<file path="src/rtl/pipeline_ctrl.sv">
// Hazard/stall/flush/forward controller for a 5-stage pipeline with interrupt drain-and-redirect FSM.
// Forwarding and hazard outputs are combinational (zero latency); DMemReady=0 freezes the whole pipe.
module pipeline_ctrl #(
    parameter int DRAIN_CYCLES = 3
) (
    input  logic       CLK,
    input  logic       RST,
    input  logic [4:0] Rs1D,
    input  logic [4:0] Rs2D,
    input  logic [4:0] Rs1E,
    input  logic [4:0] Rs2E,
    input  logic [4:0] RdE,
    input  logic [4:0] RdM,
    input  logic [4:0] RdW,
    input  logic       RegWriteM,
    input  logic       RegWriteW,
    input  logic       LoadE,
    input  logic       PCSrcE,
    input  logic       IMemReady,
    input  logic       DMemReady,
    input  logic       IrqReq,
    output logic       StallF,
    output logic       StallD,
    output logic       StallE,
    output logic       StallM,
    output logic       FlushD,
    output logic       FlushE,
    output logic [1:0] ForwardAE,
    output logic [1:0] ForwardBE,
    output logic       TrapPCSel,
    output logic       IrqAck
);

    localparam int CW = $clog2(DRAIN_CYCLES) + 1;

    typedef enum logic [1:0] {RUN, DRAIN, REDIRECT} state_e;

    state_e          state_q, state_d;
    logic [CW-1:0]   cnt_q, cnt_d;
    logic            load_use;
    logic            irq_go;

    assign ForwardAE = (RegWriteM && RdM != 5'd0 && RdM == Rs1E) ? 2'b10 :
                       (RegWriteW && RdW != 5'd0 && RdW == Rs1E) ? 2'b01 : 2'b00;
    assign ForwardBE = (RegWriteM && RdM != 5'd0 && RdM == Rs2E) ? 2'b10 :
                       (RegWriteW && RdW != 5'd0 && RdW == Rs2E) ? 2'b01 : 2'b00;

    assign load_use = LoadE && (RdE != 5'd0) && ((RdE == Rs1D) || (RdE == Rs2D));
    assign irq_go   = IrqReq && DMemReady && !PCSrcE && !load_use && IMemReady;

    always_ff @(posedge CLK or negedge RST) begin
        if (!RST) begin
            state_q <= RUN;
            cnt_q   <= '0;
        end else begin
            state_q <= state_d;
            cnt_q   <= cnt_d;
        end
    end

    // Counter only moves while the data side is ready; it never goes below zero.
    always_comb begin
        state_d = state_q;
        cnt_d   = cnt_q;
        case (state_q)
            RUN: begin
                if (irq_go) begin
                    state_d = DRAIN;
                    cnt_d   = CW'(DRAIN_CYCLES - 1);
                end
            end
            DRAIN: begin
                if (DMemReady) begin
                    if (cnt_q == '0) state_d = REDIRECT;
                    else             cnt_d   = cnt_q - 1'b1;
                end
            end
            REDIRECT: begin
                if (DMemReady) state_d = RUN;
            end
            default: state_d = RUN;
        endcase
    end

    // FlushD depends only on state_q and pipeline-register-sourced hazard inputs; IrqReq never reaches it.
    always_comb begin
        StallF    = 1'b0;
        StallD    = 1'b0;
        StallE    = 1'b0;
        StallM    = 1'b0;
        FlushD    = 1'b0;
        FlushE    = 1'b0;
        TrapPCSel = 1'b0;
        IrqAck    = 1'b0;
        if (RST) begin
            if (!DMemReady) begin
                StallF    = 1'b1;
                StallD    = 1'b1;
                StallE    = 1'b1;
                StallM    = 1'b1;
                TrapPCSel = (state_q == REDIRECT);
                IrqAck    = (state_q == REDIRECT);
            end else begin
                case (state_q)
                    RUN: begin
                        if (PCSrcE) begin
                            FlushD = 1'b1;
                            FlushE = 1'b1;
                        end else if (load_use) begin
                            StallF = 1'b1;
                            StallD = 1'b1;
                            FlushE = 1'b1;
                        end else if (!IMemReady) begin
                            StallF = 1'b1;
                            FlushD = 1'b1;
                        end
                    end
                    DRAIN: begin
                        FlushD = 1'b1;
                        StallF = !PCSrcE;
                        FlushE = PCSrcE || load_use;
                        StallD = !PCSrcE && load_use;
                    end
                    REDIRECT: begin
                        TrapPCSel = 1'b1;
                        IrqAck    = 1'b1;
                        FlushD    = 1'b1;
                    end
                    default: ;
                endcase
            end
        end
    end

endmodule

</file>
<file path="config.mk">
export PLATFORM = sky130hd
export DESIGN_NAME = pipeline_ctrl
export DESIGN_NICKNAME = d
export VERILOG_FILES = /design/src/rtl/pipeline_ctrl.sv
export SDC_FILE = /design/constraint.sdc
export NUM_CORES = 1
export LEC_CHECK = 0
export ABC_CLOCK_PERIOD_IN_PS = 3900
export CORE_ASPECT_RATIO = 0.75
export CORE_MARGIN = 1
export CORE_UTILIZATION = 40
export DETAILED_ROUTE_END_ITERATION = 6
export PLACE_DENSITY = 0.86
export SETUP_SLACK_MARGIN = 0.2
export SKIP_LAST_GASP = 1
export SYNTH_ARGS = -nofsm -noshare
export SYNTH_HDL_FRONTEND = slang
export SYNTH_SLANG_ARGS = --single-unit
</file>
<file path="constraint.sdc">
create_clock -name CLK -period 3.9 [get_ports CLK]
set_input_delay 0.78 -clock CLK [delete_from_list [all_inputs] [get_ports CLK]]
set_output_delay 0.78 -clock CLK [all_outputs]
set_load 0.02 [all_outputs]
</file>
==> summary.md, run 1 <==
| Metric | Value |
|---|---|
| Syn_nets | `164` |
| Die area | `2540 um2` |
| Final Slew Violations | `0` |
| Post-route ant nets | `0` |
| Leading area contributor after synthesis | `xor2_1` |
| Crit path DAT | `approximately 2.8 ns` |
| Final min period | `3.61 ns` |
| Hold_sp | `cnt_q[2]$_DFFE_PN0P_` |
| Final Cycle Share | `0.925` |
| Outcome | `complete, but fails checks` |
| Row count | `14` |
| CTS clock-pin slew for the worst setup and hold paths | `around 0.05 ns` |
| Die X | `57.9 um` |
| Flops & latches, synth | `5` |
| Cts repair resizes | `3` |
| Worst EP required | `3.12 ns` |
| Int Pwr | `289 uW` |
| Skew-Pair Late Insertion Delay | `0.26 ns` |
| Post-CTS Setup Bufs | `0` |
| Max IR drop VDD | `between 0.15 and 0.2 mV` |
| Rel. slew slack | `0.708` |
| Max Cap Viol | `0` |
| Count of cell types in the netlist | `37` |
| Diodes inserted | `0` |
| Hold Worst Slack | `0.522 ns` |
| Syn Area/Cell | `between 8 and 9 um2` |
| Failing checks | `design-rule violations` |
| Largest net degree at the start of global routing | `12` |
| Main flop type after synthesis | `dfrtp_1` |
| Sw frac | `0.458` |
| Switching power | `245 uW` |
| Clock Skew | `0.00659 ns` |
| Largest cells by area after synthesis | `xor2_1 22%, dfrtp_1 13%, ha_1 8.0%, xnor2_1 5.6%, or4_1 4.0%` |
| Layout cells sized above 1 | `0.0643` |
| FF-to-FF Start | `state_q[1]$_DFFE_PN0P_` |
| Starting Density | `0.446` |
| P per Cell Area | `347 nW/um2` |
| Setup crit start kind | `primary input` |
| Hold buffers post-CTS | `0` |
| HPWL after detailed placement | `2640 um` |
| Max clock buf depth | `2` |
| Synthesized instance count | `approximately 110` |
| Most used cell, CP | `clkdlybuf4s50_1` |
| Fin nets | `222` |
| First-pass GRT wire length | `4820 um` |
| Fmax | `277 MHz` |
| Fin worst setup slack | `0.291 ns` |
| 1st-pass router iterations | `7` |
| Worst-margin pin slew | `around 0.44 ns` |
| Routability cong. | `0.853` |
| Area grow syn2layout | `64.1%` |
| Clock Sink Count | `5` |
| Netlist Area Pre-Place | `937 um2` |
| Initial antenna violation count | `0` |
| CTS tree | `built` |
| Critical Path, Cell by Cell | `clkdlybuf4s50_1, xor2_1, nor2_1, a22o_1, a21boi_1, o21ai_1, clkdlybuf4s50_1` |
| Total area of sequential cells | `125 um2` |
| Wirelength per Cell | `16.0 um` |
| Residual DRC | `3` |
| Pre-CTS WS | `0.0960 ns` |
| Ys Warns | `0` |
| Root buffer cell | `clkbuf_4` |
| Critical-path top delay cell | `clkdlybuf4s50_1` |
| DR iter-0 viols | `77` |
| Critical Path Source | `RdE[1]` |
| Detailed Route WL | `~3100 um` |
| Count of buffers from port buffering | `55` |
| DR vias/cell | `5.63` |
| Most frequent cells in the layout | `51 x clkdlybuf4s50_1, 24 x xor2_1, 6 x inv_1, 6 x xnor2_1, 6 x ha_1` |
| Vias in the first global route | `1,075` |
| Setup TNS | `0 ns` |
| Fin. Hold Viols | `0` |
| Power share of the clock group | `0.122` |
| CP max FO | `4` |
| Ys async rst share | `1.00` |
| I/O pin total | `56` |
| Final setup fails | `0` |
| CP Capture Type | `primary output` |
| Share of total power in combinational logic | `0.719` |
| Slowest stage delay, CP | `0.61 ns` |
| Overflow after GRT | `0` |
| CP Class | `primary input to primary output` |
| Core Region | `2100 um2` |
| Leakage | `0.642 nW` |
| Number of synthesized flops with an enable pin | `0` |
| Share of the synthesized area in the top cell type | `0.224` |
| RSZ-0062 raised after global routing | `false` |
| Commonest non-fill, non-tap cell in the layout | `clkdlybuf4s50_1` |
| Design Power | `around 530 uW` |
| Chip height | `43.9 um` |
| GRT Util Overall | `0.260` |
| Area occupied by multi-input gates | `769 um2` |
| HP Class | `flop to flop` |
| CTS buffer count | `3` |
| Fillers | `164` |
| Register area share after synthesis | `0.134` |
| Vias | `1,097` |
| H-tree levels | `1` |
| Sequential share of power | `0.159` |
area by class of cell:
cell class | instances | share of cell area
Sequential cell | 5 | 0.0814
Clock buffer | 4 | 0.0171
Multi-Input combinational cell | 99 | 0.500
Timing Repair Buffer | 57 | 0.367
Inverter | 6 | 0.0146
Tap cell | 24 | 0.0195
per-layer routing:
layer / vias to the layer above / GRT usage / routed length [um]
met2: 54 / 0.421 / 1450
met5: - / 0 / 0
met3: 6 / 0.0597 / 205
li1: 532 / - / -
met4: 0 / 0.0905 / 49
met1: 505 / 0.342 / 1410
final timing paths:
check                                          to  slack, ns  cells after the start
max                                        StallF       0.29                      7
min                          cnt_q[2]$_DFFE_PN0P_       0.52                      1
max reg2reg                  cnt_q[2]$_DFFE_PN0P_       1.84                      6
min reg2reg                  cnt_q[2]$_DFFE_PN0P_       0.52                      1
max in group asynchronous  state_q[1]$_DFFE_PN0P_       2.83                      1
min in group asynchronous    cnt_q[0]$_DFFE_PN0P_       0.80                      1
metrics by stage:
stage | cells | area [um2] | util
2_1_floorplan | 114 | 937 | -
3_5_place_dp | 191 | 1510 | 0.717
4_1_cts | 195 | 1530 | 0.728
5_1_grt | 195 | 1540 | 0.732
3_3_place_gp | 191 | 1510 | 0.717
6_report | 195 | 1540 | 0.732
synthesized netlist by cell type (all sizes together) (2+ instances only):
master  count
a221oi      2
o211ai      2
ha          6
mux2        2
nor4        4
nand3       3
buf         4
o21ai       6
xor2       24
a22oi       2
dfrtp       5
nand2       5
xnor2       6
nor2b       3
nor3        5
or4         5
a21oi       4
and3        2
inv         6
o21a        2
nor2        4
power by group through the flow:
| stage | sequential, mW | clock, mW | combinational [mW] |
|---|---|---|---|
| floorplan | 0.0829 | 0 | 0.248 |
| global placement | 0.0844 | 0 | 0.359 |
| detailed placement | 0.0858 | 0 | 0.377 |
| CTS | 0.0850 | 0.0675 | 0.377 |
| global route | 0.0863 | 0.0718 | 0.419 |
| finish | 0.0850 | 0.0654 | 0.384 |
cell families after synthesis:
kind of cell	Yosys count	share of synthesized area
mux	2	0.0240
buf+inv	10	0.0507
compound gates	27	0.228
xor+xnor	30	0.280
flops	5	0.134
fa+ha+maj	6	0.0801
simple gates	34	0.203
worst max-delay path, delay by kind of cell:
family,cells,cell delay [ns]
xor gates and xnor gates,1,0.18
and+or+nand+nor,1,0.27
buffers and inverters,2,1.07
AOI/OAI and AO/OA,3,0.53
flip-flops by register name (all words and copies together) (netlist names):
signal,flops
state_q,2
cnt_q,3
Note: power is estimated with default switching activity, not from simulation.
==> run 2: changes to the inputs <==
- ABC_CLOCK_PERIOD_IN_PS: 3900 -> 3550
- CAP_MARGIN: not set -> 0
- CORE_UTILIZATION: 40 -> 38
- PLACE_DENSITY: 0.86 -> 0.82
- clock period: 3.9 -> 3.55 ns (I/O delays scaled with it)
==> run 2 against run 1 <==
  * Register-to-register slack worse by 0.30 ns
  * Cell count is 10% higher
  * Non-clock buffer count is 10 higher
  * Hold slack worse by 0.0024 ns
  * Core utilization is 3.1 points lower
  * Critical path depth is 1 lower
  * Sequential share of layout area is 0.40 points lower
  * The run now ends clean
  * Count of clock-buffer cells in the layout stayed put
  * Routed wire length is 2.2% higher
  * Flip-flop and latch count stayed put
  * Combinational power is 9.6% higher
==> summary.md, run 2 (same netlist as run 1, synthesis figures left out) <==
| Metric | Value |
|---|---|
| Outcome | `finished, final reports clean (was complete, but fails checks)` |
| Routability cong. | `0.824 (was 0.853)` |
| GRT Util Overall | `0.258 (was 0.260)` |
| Most frequent cells in the layout | `47 x clkdlybuf4s50_1, 24 x xor2_1, 12 x buf_4 (was 51 x clkdlybuf4s50_1, 24 x xor2_1, 6 x inv_1, 6 x xnor2_1, 6 x ha_1)` |
| Leakage | `0.712 nW (was 0.642 nW)` |
| Die area | `2670 um2 (was 2540 um2)` |
| Worst EP required | `2.84 ns (was 3.12 ns)` |
| Fillers | `171 (was 164)` |
| Clock Skew | `0.000479 ns (was 0.00659 ns)` |
| Placed cell areas | `1600 um2 (was 1510 um2)` |
| Core Region | `2310 um2 (was 2100 um2)` |
| Hold Worst Slack | `0.519 ns (was 0.522 ns)` |
| Largest Register | `cnt_q (unchanged)` |
| Vias | `1,105 (was 1,097)` |
| Detailed Route WL | `3180 um (was 3110 um)` |
| Area grow syn2layout | `72.5% (was 64.1%)` |
| CTS tree | `built (unchanged)` |
| Critical-path top delay cell | `or4_1 (was clkdlybuf4s50_1)` |
| Fin nets | `232 (was 222)` |
| First-pass GRT wire length | `5300 um (was 4820 um)` |
| Count of buffers from port buffering | `55 (unchanged)` |
| Commonest non-fill, non-tap cell in the layout | `clkdlybuf4s50_1 (unchanged)` |
| HP Class | `flop to flop (unchanged)` |
| Setup TNS | `0 ns (unchanged)` |
| Rel. slew slack | `0.696 (was 0.708)` |
| Residual DRC | `0 (was 3)` |
| Hold_sp | `cnt_q[2]$_DFFE_PN0P_ (unchanged)` |
| Vias in the first global route | `1,193 (was 1,075)` |
| Chip height | `45.0 um (was 43.9 um)` |
| Post-CTS Setup Bufs | `0 (unchanged)` |
| Fin worst setup slack | `0.219 ns (was 0.291 ns)` |
| P per Cell Area | `359 nW/um2 (was 347 nW/um2)` |
| Design Power | `580 uW (was 534 uW)` |
| Final Cycle Share | `0.938` |
| CP max FO | `5 (was 4)` |
| RSZ-0062 raised after global routing | `true (was false)` |
| Row count | `15 (was 14)` |
| Final Core Density | `0.700 (was 0.732)` |
| Sequential share of power | `0.163 (was 0.159)` |
| Layout cells sized above 1 | `0.127 (was 0.0643)` |
| Crit path DAT | `2.62 ns (was 2.83 ns)` |
| Slowest stage delay, CP | `0.55 ns (was 0.61 ns)` |
| Max reg flops | `3 (unchanged)` |
| Sw frac | `0.449 (was 0.458)` |
| Worst-margin pin slew | `0.456 ns (was 0.439 ns)` |
| Max IR drop VDD | `0.297 mV (was 0.200 mV)` |
| Pre-CTS WS | `-0.0790 ns (was 0.0960 ns)` |
| Setup crit start kind | `primary input (unchanged)` |
| DR vias/cell | `5.14 (was 5.63)` |
| Switching power | `260 uW (was 245 uW)` |
| HPWL after detailed placement | `2770 um (was 2640 um)` |
| Crit path buf inv count | `2 (unchanged)` |
| Largest registers | `cnt_q x3, state_q x2 (unchanged)` |
| Share of total power in combinational logic | `0.725 (was 0.719)` |
| Final setup fails | `0 (unchanged)` |
| FF-to-FF Start | `state_q[1]$_DFFE_PN0P_ (unchanged)` |
| Post-route ant nets | `0 (unchanged)` |
| Critical Path, Cell by Cell | `clkdlybuf4s50_1, or4_1, o21a_2, a21oi_1, o31a_1, dlygate4sd2_1 (was clkdlybuf4s50_1, xor2_1, nor2_1, a22o_1, a21boi_1, o21ai_1, clkdlybuf4s50_1)` |
| Cell area after layout | `1620 um2 (was 1540 um2)` |
| I/O pin total | `56 (unchanged)` |
| CTS buffer count | `3 (unchanged)` |
| Wirelength per Cell | `14.8 um (was 16.0 um)` |
| CP Class | `primary input to primary output (unchanged)` |
| 1st-pass router iterations | `4 (was 7)` |
| Fin. Hold Viols | `0 (unchanged)` |
| Skew-Pair Late Insertion Delay | `0.24 ns (was 0.26 ns)` |
| Starting Density | `0.406 (was 0.446)` |
| Placed Instances | `211 (was 191)` |
| Final min period | `3.33 ns` |
| Final Slew Violations | `0 (unchanged)` |
| Clock Sink Count | `5 (unchanged)` |
| Hold buffers post-CTS | `0 (unchanged)` |
| Int Pwr | `320 uW (was 289 uW)` |
| Die X | `59.3 um (was 57.9 um)` |
| Non-Filler Instances | `215 (was 195)` |
| Overflow after GRT | `0 (unchanged)` |
| Power share of the clock group | `0.113 (was 0.122)` |
| Root buffer cell | `clkbuf_4 (unchanged)` |
| H-tree levels | `1 (unchanged)` |
| Critical Path Source | `RdE[2] (was RdE[1])` |
| Diodes inserted | `0 (unchanged)` |
| CP Capture Type | `primary output (unchanged)` |
| Largest net degree at the start of global routing | `12 (unchanged)` |
| Max clock buf depth | `2 (unchanged)` |
| Max Cap Viol | `0 (unchanged)` |
| Delay-heaviest family, CP | `buffers and inverters (unchanged)` |
| Fmax | `300 MHz` |
| Initial antenna violation count | `0 (unchanged)` |
| CTS clock-pin slew for the worst setup and hold paths | `0.04 ns (was 0.05 ns)` |
| DR iter-0 viols | `34 (was 77)` |
-- run 2: final cells by class --
| class | instances | area [um2] | area share |
|---|---|---|---|
| Clock buffer | 4 | 26.3 | 0.0163 |
| Sequential cell | 5 | 125 | 0.0774 |
| Inverter | 6 | 22.5 | 0.0139 |
| Tap cell | 34 | 42.5 | 0.0263 |
| Multi-Input combinational cell | 99 | 769 | 0.476 |
| Timing Repair Buffer | 67 | 631 | 0.390 |
-- run 2: worst paths after layout --
check	endpoint	slack, ns	cells after the start
max	FlushD	0.22	6
max reg2reg	cnt_q[2]$_DFFE_PN0P_	1.54	6
min reg2reg	cnt_q[2]$_DFFE_PN0P_	0.52	1
max in group asynchronous	cnt_q[2]$_DFFE_PN0P_	2.62	2
min in group asynchronous	cnt_q[0]$_DFFE_PN0P_	0.82	2
min	cnt_q[2]$_DFFE_PN0P_	0.52	1
-- run 2: what timing repair did --
action	4_1_cts	5_1_grt
resized for setup	6	9
pin swaps	0	1
endpoints found under the setup margin	6	6
-- run 2: power by group through the flow --
stage               sequential (mW)  combinational (mW)  clock (mW)
floorplan                    0.0911               0.273           0
global placement             0.0931               0.403           0
detailed placement           0.0948               0.421           0
CTS                          0.0945               0.417      0.0656
global route                 0.0982               0.463      0.0697
finish                       0.0944               0.421      0.0654
-- run 2: metal layers --
| metal | global-route usage | vias up | part of all wire |
|---|---|---|---|
| met5 | 0 | - | 0 |
| met4 | 0.0619 | 0 | 0.013 |
| met3 | 0.0287 | 4 | 0.0069 |
| met2 | 0.492 | 10 | 0.54 |
| met1 | 0.308 | 543 | 0.44 |
| li1 | - | 548 | - |
==> run 3: changes to the inputs <==
- CAP_MARGIN: 0 -> 20
- CORE_UTILIZATION: 38 -> 30
- PLACE_DENSITY: 0.82 -> 0.68
==> run 3 against run 2 <==
  * Clock power increased by 70%
  * Sequential share of layout area decreased by 0.27 points
  * First-iteration DRC count increased by 24%
  * Cell count increased by 3.3%
  * Highest routed layer is now met3
  * Power increased by 9.3%
  * Critical endpoint unchanged
  * Flip-flop and latch count unchanged
  * Critical path type unchanged
  * Cell area increased by 3.6%
  * Combinational power increased by 2%
  * Count of clock-buffer cells in the layout unchanged
  * Maximum frequency decreased by 0.46%
==> summary.md, run 3 (same netlist as run 1, synthesis figures left out) <==
| Metric | Value |
|---|---|
| Outcome | `finished, final reports clean (unchanged)` |
| HP Class | `flop to flop (unchanged)` |
| Most frequent cells in the layout | `47 x clkdlybuf4s50_1, 24 x xor2_1, 15 x buf_4 (was 47 x clkdlybuf4s50_1, 24 x xor2_1, 12 x buf_4)` |
| Fin. Hold Viols | `0 (unchanged)` |
| Critical Path Source | `RdE[0] (was RdE[2])` |
| Vias | `1,121 (was 1,105)` |
| Max Cap Viol | `0 (unchanged)` |
| Commonest non-fill, non-tap cell in the layout | `clkdlybuf4s50_1 (unchanged)` |
| CP Capture Type | `primary output (unchanged)` |
| Skew-Pair Late Insertion Delay | `0.23 ns (was 0.24 ns)` |
| R2R Path End | `cnt_q[2]$_DFFE_PN0P_ (unchanged)` |
| Count of buffers from port buffering | `55 (unchanged)` |
| Core Region | `2960 um2 (was 2310 um2)` |
| Layout cells sized above 1 | `0.152 (was 0.127)` |
| Area grow syn2layout | `78.6% (was 72.5%)` |
| Starting Density | `0.317 (was 0.406)` |
| Hold endpoint | `cnt_q[2]$_DFFE_PN0P_ (unchanged)` |
| Die area | `3350 um2 (was 2670 um2)` |
| 1st-pass router iterations | `4 (unchanged)` |
| I/O pin total | `56 (unchanged)` |
| Vias in the first global route | `1,117 (was 1,193)` |
| Reg2Reg Depth | `6 (unchanged)` |
| HPWL after detailed placement | `2780 um (was 2770 um)` |
| Non-Filler Instances | `222 (was 215)` |
| Fin nets | `235 (was 232)` |
| Worst-margin pin slew | `0.420 ns (was 0.456 ns)` |
| Fmax | `299 MHz (was 300 MHz)` |
| Wirelength per Cell | `14.5 um (was 14.8 um)` |
| Hold buffers post-CTS | `0 (unchanged)` |
| Root buffer cell | `clkbuf_8 (was clkbuf_4)` |
| Clock Sink Count | `5 (unchanged)` |
| CP Class | `primary input to primary output (unchanged)` |
| Total area of sequential cells | `125 um2 (unchanged)` |
| Placed Instances | `217 (was 211)` |
| Die X | `66.5 um (was 59.3 um)` |
| Largest net degree at the start of global routing | `12 (unchanged)` |
| Crit path DAT | `2.64 ns (was 2.62 ns)` |
| Worst EP required | `2.84 ns (about the same)` |
| DR iter-0 viols | `42 (was 34)` |
| Final setup fails | `0 (unchanged)` |
| Largest Register | `cnt_q (unchanged)` |
| Rel. slew slack | `0.720 (was 0.696)` |
| Post-route ant nets | `0 (unchanged)` |
| Final min period | `3.35 ns (was 3.33 ns)` |
| CTS tree | `built (unchanged)` |
| Clock Skew | `0.000452 ns (was 0.000479 ns)` |
| Leakage | `0.731 nW (was 0.712 nW)` |
| Final Slew Violations | `0 (unchanged)` |
| CP max FO | `3 (was 5)` |
| CTS clock-pin slew for the worst setup and hold paths | `0.04 ns (about the same)` |
| Setup crit start kind | `primary input (unchanged)` |
| Hold_sp | `cnt_q[2]$_DFFE_PN0P_ (unchanged)` |
| GRT Util Overall | `0.211 (was 0.258)` |
| H-tree levels | `1 (unchanged)` |
| Max IR drop VDD | `0.171 mV (was 0.297 mV)` |
| Area occupied by multi-input gates | `778 um2 (was 769 um2)` |
| RSZ-0062 raised after global routing | `true (unchanged)` |
| Detailed Route WL | `3220 um (was 3180 um)` |
| Max clock buf depth | `2 (unchanged)` |
| Initial antenna violation count | `0 (unchanged)` |
| CTS buffer count | `3 (unchanged)` |
| DR vias/cell | `5.05 (was 5.14)` |
| Routability cong. | `0.905 (was 0.824)` |
| Diodes inserted | `0 (unchanged)` |
| Row count | `17 (was 15)` |
| P per Cell Area | `379 nW/um2 (was 359 nW/um2)` |
| Worst Hold Depth | `1 (unchanged)` |
| FF-to-FF Start | `state_q[1]$_DFFE_PN0P_ (unchanged)` |
| Residual DRC | `0 (unchanged)` |
| Fillers | `264 (was 171)` |
| Hold Worst Slack | `0.537 ns (was 0.519 ns)` |
| Flop2flop setup slack | `1.54 ns (about the same)` |
| Final Cycle Share | `0.943 (was 0.938)` |
| Max reg flops | `3 (unchanged)` |
| Overflow after GRT | `0 (unchanged)` |
| Largest registers | `cnt_q x3, state_q x2 (unchanged)` |
| Chip height | `50.4 um (was 45.0 um)` |
| First-pass GRT wire length | `5290 um (was 5300 um)` |
==> run 3: cell types whose count changed in the layout (fill, tap and decap cells not counted) <==
cell             before  now
nor2_2                0    1
nor4_1                4    3
nor2_1                4    3
clkbuf_4              3    0
clkbuf_8              0    3
nor4_2                0    1
clkdlybuf4s15_1       0    2
dlygate4sd2_1         4    2
buf_4                12   15
==> run 3: metrics by stage <==
stage | power (mW) | instance area [um2] | setup WS, ns | utilization | TNS [ns]
floorplan | 0.364 | 937 | 0.569 | - | 0
global placement | 0.504 | 1620 | -0.0145 | 0.546 | -0.0218
detailed placement | 0.519 | 1620 | -0.0376 | 0.546 | -0.0621
CTS | 0.631 | 1670 | 0.210 | 0.564 | 0
global route | 0.686 | 1670 | 0.128 | 0.566 | 0
finish | 0.634 | 1670 | 0.204 | 0.566 | 0
==> run 3: where the power goes <==
part           total, mW  switching [mW]  leakage [nW]  internal [mW]
registers         0.0956          0.0161        0.0617         0.0796
logic              0.428           0.226         0.647          0.202
clock network      0.111          0.0332        0.0228         0.0775
total              0.634           0.275         0.731          0.359
==> run 3: critical path, stage by stage <==
cell	delay, ns
clkdlybuf4s50_1	0.50
xor2_1	0.20
nor3_1	0.24
a22o_1	0.23
buf_4	0.14
a21oi_1	0.06
o31a_1	0.24
dlygate4sd2_1	0.32
==> run 3: layout make-up <==
| class | instances | share of cell area |
|---|---|---|
| Sequential cell | 5 | 0.0747 |
| Multi-Input combinational cell | 99 | 0.465 |
| Timing Repair Buffer | 70 | 0.392 |
| Inverter | 6 | 0.0135 |
| Tap cell | 38 | 0.0284 |
| Clock buffer | 4 | 0.0269 |
==> run 3: repair_timing <==
item	4_1_cts	5_1_grt
endpoints found under the setup margin	7	7
hold endpoints to repair	0	0
gates resized for setup	7	12
buffers inserted	1	0
pin swaps	1	0
==> run 3: metal layers <==
metal,part of all wire,GRT usage,vias to the layer above
met2,0.50,0.352,37
met1,0.45,0.295,531
li1,-,-,553
met4,0,0.0248,0
met3,0.054,0.0295,0
met5,0,0,-
==> run 3: how the worst max path moves through the flow <==
stage | slack, ns | depth (start not counted) | endpoint
2_1_floorplan | 0.57 | 4 | ForwardAE[0]
3_3_place_gp | -0.01 | 6 | ForwardAE[0]
3_5_place_dp | -0.04 | 6 | ForwardAE[0]
4_1_cts | 0.21 | 9 | FlushD
5_1_grt | 0.13 | 8 | FlushD
6_report | 0.20 | 8 | FlushD
